==> src/rtl/mips_pkg.sv <==
// Shared MIPS core definitions: branch_op encodings, fetch FSM states and
// the default fetch reset address.
package mips_pkg;

   localparam logic [1:0] BR_NONE = 2'b00;
   localparam logic [1:0] BR_EQ   = 2'b01;
   localparam logic [1:0] BR_NE   = 2'b10;

   typedef enum logic [1:0] {
      IDLE  = 2'b00,
      FETCH = 2'b01,
      ISSUE = 2'b10
   } fetch_state_e;

   localparam logic [31:0] RESET_PC_DEFAULT = 32'h0000_0000;

endpackage

==> src/rtl/next_pc.sv <==
// Combinational next-PC select: jr target, taken beq/bne branch, or sequential.
module next_pc
   import mips_pkg::*;
(
   input  logic [31:0] pc_plus4,
   input  logic [1:0]  branch_op,
   input  logic        zero,
   input  logic [31:0] branch_offset,
   input  logic        jr_en,
   input  logic [31:0] jr_target,
   output logic [31:0] npc
);

   logic        taken_s;
   logic [31:0] branch_tgt_s;

   assign branch_tgt_s = pc_plus4 + (branch_offset << 2);

   // Branch condition; the unused encoding 2'b11 behaves as no branch.
   always_comb begin
      taken_s = 1'b0;
      case (branch_op)
         BR_EQ:   taken_s = zero;
         BR_NE:   taken_s = ~zero;
         BR_NONE: taken_s = 1'b0;
         default: taken_s = 1'b0;
      endcase
   end

   // jr outranks any branch; its target is forced word-aligned.
   always_comb begin
      npc = pc_plus4;
      if (jr_en) begin
         npc = jr_target & 32'hFFFF_FFFC;
      end else if (taken_s) begin
         npc = branch_tgt_s;
      end else begin
         npc = pc_plus4;
      end
   end

endmodule

==> src/rtl/fetch_unit.sv <==
// Instruction fetch stage: holds the PC, fetches over a req/ack handshake,
// presents the instruction to decode and advances the PC on retirement.
module fetch_unit
   import mips_pkg::*;
#(
   parameter logic [31:0] RESET_PC = RESET_PC_DEFAULT
)
(
   input  logic        clk,
   input  logic        rst_n,
   output logic        imem_req,
   output logic [31:0] imem_addr,
   input  logic        imem_ack,
   input  logic [31:0] imem_rdata,
   output logic        instr_valid,
   output logic [31:0] instr,
   output logic [31:0] pc,
   output logic [31:0] pc_plus4,
   input  logic        instr_ready,
   input  logic [1:0]  branch_op,
   input  logic        zero,
   input  logic [31:0] branch_offset,
   input  logic        jr_en,
   input  logic [31:0] jr_target,
   output logic        misalign,
   output logic [31:0] instr_count
);

   fetch_state_e state_q, state_d;
   logic [31:0]  pc_q, pc_d;
   logic [31:0]  instr_q, instr_d;
   logic [31:0]  count_q, count_d;
   logic         misalign_q, misalign_d;
   logic [31:0]  pc_plus4_s;
   logic [31:0]  npc_s;

   assign pc_plus4_s = pc_q + 32'd4;

   next_pc u_next_pc (
      .pc_plus4      (pc_plus4_s),
      .branch_op     (branch_op),
      .zero          (zero),
      .branch_offset (branch_offset),
      .jr_en         (jr_en),
      .jr_target     (jr_target),
      .npc           (npc_s)
   );

   // Next-state logic; ack only matters in FETCH, ready only in ISSUE.
   always_comb begin
      state_d    = state_q;
      pc_d       = pc_q;
      instr_d    = instr_q;
      count_d    = count_q;
      misalign_d = misalign_q;
      case (state_q)
         IDLE: begin
            state_d = FETCH;
         end
         FETCH: begin
            if (imem_ack) begin
               instr_d = imem_rdata;
               state_d = ISSUE;
            end else begin
               state_d = FETCH;
            end
         end
         ISSUE: begin
            if (instr_ready) begin
               pc_d       = npc_s;
               count_d    = count_q + 32'd1;
               misalign_d = misalign_q | (jr_en & (jr_target[1:0] != 2'b00));
               state_d    = FETCH;
            end else begin
               state_d = ISSUE;
            end
         end
         default: begin
            state_d = IDLE;
         end
      endcase
   end

   // State register with synchronous active-low reset.
   always_ff @(posedge clk) begin
      if (!rst_n) begin
         state_q    <= IDLE;
         pc_q       <= RESET_PC;
         instr_q    <= 32'h0000_0000;
         count_q    <= 32'h0000_0000;
         misalign_q <= 1'b0;
      end else begin
         state_q    <= state_d;
         pc_q       <= pc_d;
         instr_q    <= instr_d;
         count_q    <= count_d;
         misalign_q <= misalign_d;
      end
   end

   assign imem_req    = (state_q == FETCH);
   assign imem_addr   = pc_q;
   assign instr_valid = (state_q == ISSUE);
   assign instr       = instr_q;
   assign pc          = pc_q;
   assign pc_plus4    = pc_plus4_s;
   assign misalign    = misalign_q;
   assign instr_count = count_q;

endmodule

==> config.mk <==
export PLATFORM = sky130hd
export DESIGN_NAME = fetch_unit
export DESIGN_NICKNAME = d
export VERILOG_FILES = /design/src/rtl/mips_pkg.sv /design/src/rtl/next_pc.sv /design/src/rtl/fetch_unit.sv
export SDC_FILE = /design/constraint.sdc
export NUM_CORES = 1
export LEC_CHECK = 0
export BUFFER_PORTS_ARGS = -buffer_cell sky130_fd_sc_hd__buf_2
export CAP_MARGIN = 5
export CORE_ASPECT_RATIO = 1.75
export CORE_MARGIN = 2
export CORE_UTILIZATION = 50
export DETAILED_ROUTE_END_ITERATION = 7
export PLACE_DENSITY = 0.94
export SLEW_MARGIN = 20
export SYNTH_ARGS = -nofsm -noshare
export SYNTH_HDL_FRONTEND = slang
export SYNTH_HIERARCHICAL = 1
export SYNTH_SLANG_ARGS = --single-unit
==> constraint.sdc <==
create_clock -name clk -period 4.1 [get_ports clk]
set_input_delay 0.82 -clock clk [delete_from_list [all_inputs] [get_ports clk]]
set_output_delay 0.82 -clock clk [all_outputs]
set_load 0.02 [all_outputs]
==> run metrics <==
Syn. warnings 6; main combinational cell family by area after synthesis simple AND/OR/NAND/NOR gates; Area Growth Syn to Fin 25.49%; Worst IR Drop VDD approximately 0.28 mV; P per Cell Area 253.9 nW/um^2; cell-internal power between 1500 and 2000 uW; worst rel slew slack 0.3452; Critical Path AT 4.10 ns; post-synthesis simple-gate area fraction 0.2614; adder-cell share of the synthesized area 0.05897; global-route wire length before repair between 30,000 and 40,000 microns; CTS Sinks 99; CP Launch Type flip-flop; slowest cell on the critical path dfxtp_1; Slew Viols, Final 0; # setup viols final 0; Num CTS Buffers 9; Leakage 0.004097 uW; core box area approximately 13,000 sq um; clock slew at reported path FFs 0.08 ns; DRT iter0 DRCs 403; Worst-Skew Late Latency 0.34 ns; total wire length between 20,000 and 25,000 microns; worst-path cell chain nand2_1 -> nor4_4 -> buf_6 -> nand3_1 -> xnor2_2 -> ha_1 -> a21oi_1 -> o21ai_0 -> and3_1 -> a211oi_1 -> buf_4 -> nand2_1 -> a21oi_1 -> xor2_1 -> o21ai_1 -> mux2_2 -> nand2_1 -> a21oi_1; critical path peak fanout 9; Sw Share 0.2846; Yosys cell types 65; final hold vios 0; DP HPWL 16,330 microns; FF+latch count, synth 99; dpl ws 0.1426 ns; switching power approximately 630 uW; initial core utilization 0.5141; Final period util 0.9560; Avg Cell Area, Syn roughly 7.5 sq um; max_cap viols 0; buffer and inverter count on the worst path 2; total number of vias about 7,500; EDFF count, synth 0; status completed; Routed Antenna Nets 0; CTS Buffer Depth 2; ANT cells 0; register share of total power 0.454; drt wl/cell 16.09 microns; largest net degree at the start of global routing 95; syn_nets approximately 1,100; actual slew at the worst max-slew pin approximately 1 ns; share of cells above drive strength 1 0.3203; DP Cell Count around 1,300; Worst Path Required between 4 and 5 ns; critical path's largest stage delay 0.46 ns; minimum clock period just under 4 ns; worst min-delay path class reg2reg; delay-heaviest family, CP compound AO/OA/AOI/OAI gates; fmax 255.1 MHz; Die ar. 14,830 sq um; xor/xnor share of the synthesized area 0.07344; cell area after synthesis 6917 sq um; htree depth 3; Compound-Gate Fraction of Synth Area 0.2098; FP Rows 56; Post-Syn Instances 919; final worst-path setup slack 0.1802 ns; fin cells approximately 1,300; fraction of registers with async set/reset 0; most frequent cells in the layout 264 x buf_2, 176 x nand2_1, 121 x a21oi_1; register area share after synthesis 0.2865; initial antenna violation count 0; Top FF cell, synth dfxtp_1; # DRC 0; Vias/cell approximately 5.7; num ports 267; Buffers on Ports roughly 260; Clock Skew 0.008092 ns; number of nets in the layout 1,280; mux contribution to synthesized area 0.03473; Clk pwr share 0.374; Gate power share 0.172; Tot GR Track Use 0.2743; Hold Slack approximately 0.46 ns; Pre-antenna DRT Iters 5; Post-CTS Hold Buffers 0; TritonCTS clock tree done; critical setup path kind reg2reg; root buf cell clkbuf_16; total gr overflow 0; Crit. End Element flip-flop; die height 159.6 microns; RD Place Congestion between 1 and 1.5; commonest non-fill, non-tap cell in the layout buf_2; number of global-route vias before repair about 7,100; die width 92.91 microns
[metrics by stage]
stage          cell area, sq um  utilization  power (uW)  TNS [ns]
2_1_floorplan              6940            -        1258         0
3_3_place_gp               8270       0.6148        1381         0
3_5_place_dp               8270       0.6148        1391         0
4_1_cts                    8564       0.6366        2219         0
5_1_grt                    8680       0.6452        2303  -0.04632
6_report                   8680       0.6452        2203         0
[worst reg2reg max path, cell delays in order (launching register included)]
cell      delay (ns)
dfxtp_1         0.46
nand2_1         0.19
nor4_4          0.27
buf_6           0.18
nand3_1         0.12
xnor2_2         0.18
ha_1            0.41
a21oi_1         0.21
o21ai_0         0.17
and3_1          0.23
a211oi_1        0.24
buf_4           0.17
nand2_1         0.07
a21oi_1         0.21
xor2_1          0.18
o21ai_1         0.07
mux2_2          0.30
nand2_1         0.06
a21oi_1         0.06
[power groups by stage]
stage | clock network, uW | registers (uW) | logic (uW)
2_1_floorplan | 0 | 1040 | 215
3_3_place_gp | 0 | 1020 | 362
3_5_place_dp | 0 | 1020 | 370
4_1_cts | 849 | 998 | 371
5_1_grt | 890 | 1000 | 411
6_report | 825 | 1000 | 379
[metal layers]
layer	share of wire	global-route usage	up-vias
li1	-	-	3650
met1	0.37	0.3033	3452
met2	0.53	0.5053	339
met3	0.063	0.03881	74
met4	0.041	0.1250	0
met5	0	0	-
[area by class of cell]
type                       instances  area, sq um
clock inverter                     6        55.05
clock buffer                      10        239.0
sequential                        99         1984
timing repair buffer             300         1595
inverter                          15        56.30
tap                              174        217.7
multi-input combinational        719         4532
fill                            1188         4773
[kinds of logic after synthesis]
group	Yosys count
AND/OR/NAND/NOR	372
AO/OA/AOI/OAI	235
buffers and inverters	101
flip-flops	99
XOR/XNOR	58
adder cells (fa/ha/maj)	32
multiplexers	22
[repair_timing]
item | 4_1_cts | 5_1_grt
gates resized for setup | 0 | 17
setup endpoints to repair | 0 | 6
setup buffers | 0 | 3
[synthesized netlist by cell type (10+ instances only)]
| cell | n | area, sq um |
|---|---|---|
| a21o_1 | 19 | 142.6 |
| a21oi_1 | 121 | 605.6 |
| and3_1 | 11 | 68.82 |
| buf_4 | 34 | 255.2 |
| clkbuf_1 | 42 | 157.7 |
| dfxtp_1 | 99 | 1982 |
| ha_1 | 31 | 387.9 |
| inv_1 | 15 | 56.30 |
| mux2_2 | 15 | 168.9 |
| nand2_1 | 176 | 660.6 |
| nand2b_1 | 10 | 62.56 |
| nand3_1 | 31 | 155.2 |
| nand4_1 | 16 | 100.1 |
| nor2_1 | 52 | 195.2 |
| o21ai_0 | 30 | 150.1 |
| o31ai_1 | 10 | 75.07 |
| or4_1 | 14 | 105.1 |
| xnor2_1 | 40 | 350.3 |
| xor2_1 | 18 | 157.7 |
[worst paths after layout]
kind	start	endpoint	slack, ns	cells past startpoint
worst min-delay path	instr[28]$_SDFFE_PN0P_	instr[28]$_SDFFE_PN0P_	0.46	2
worst min register to register	instr[28]$_SDFFE_PN0P_	instr[28]$_SDFFE_PN0P_	0.46	2
worst max-delay path	imem_addr[13]$_SDFFE_PN0P_	imem_addr[27]$_SDFFE_PN0P_	0.18	18
worst max register to register	imem_addr[13]$_SDFFE_PN0P_	imem_addr[27]$_SDFFE_PN0P_	0.18	18
[sequential cells by signal, summed over array words and instances (netlist names)]
register / flops
imem_addr: 32
instr: 32
instr_count: 32
misalign: 1
state_q: 2
(Power assumes the default switching activity.)
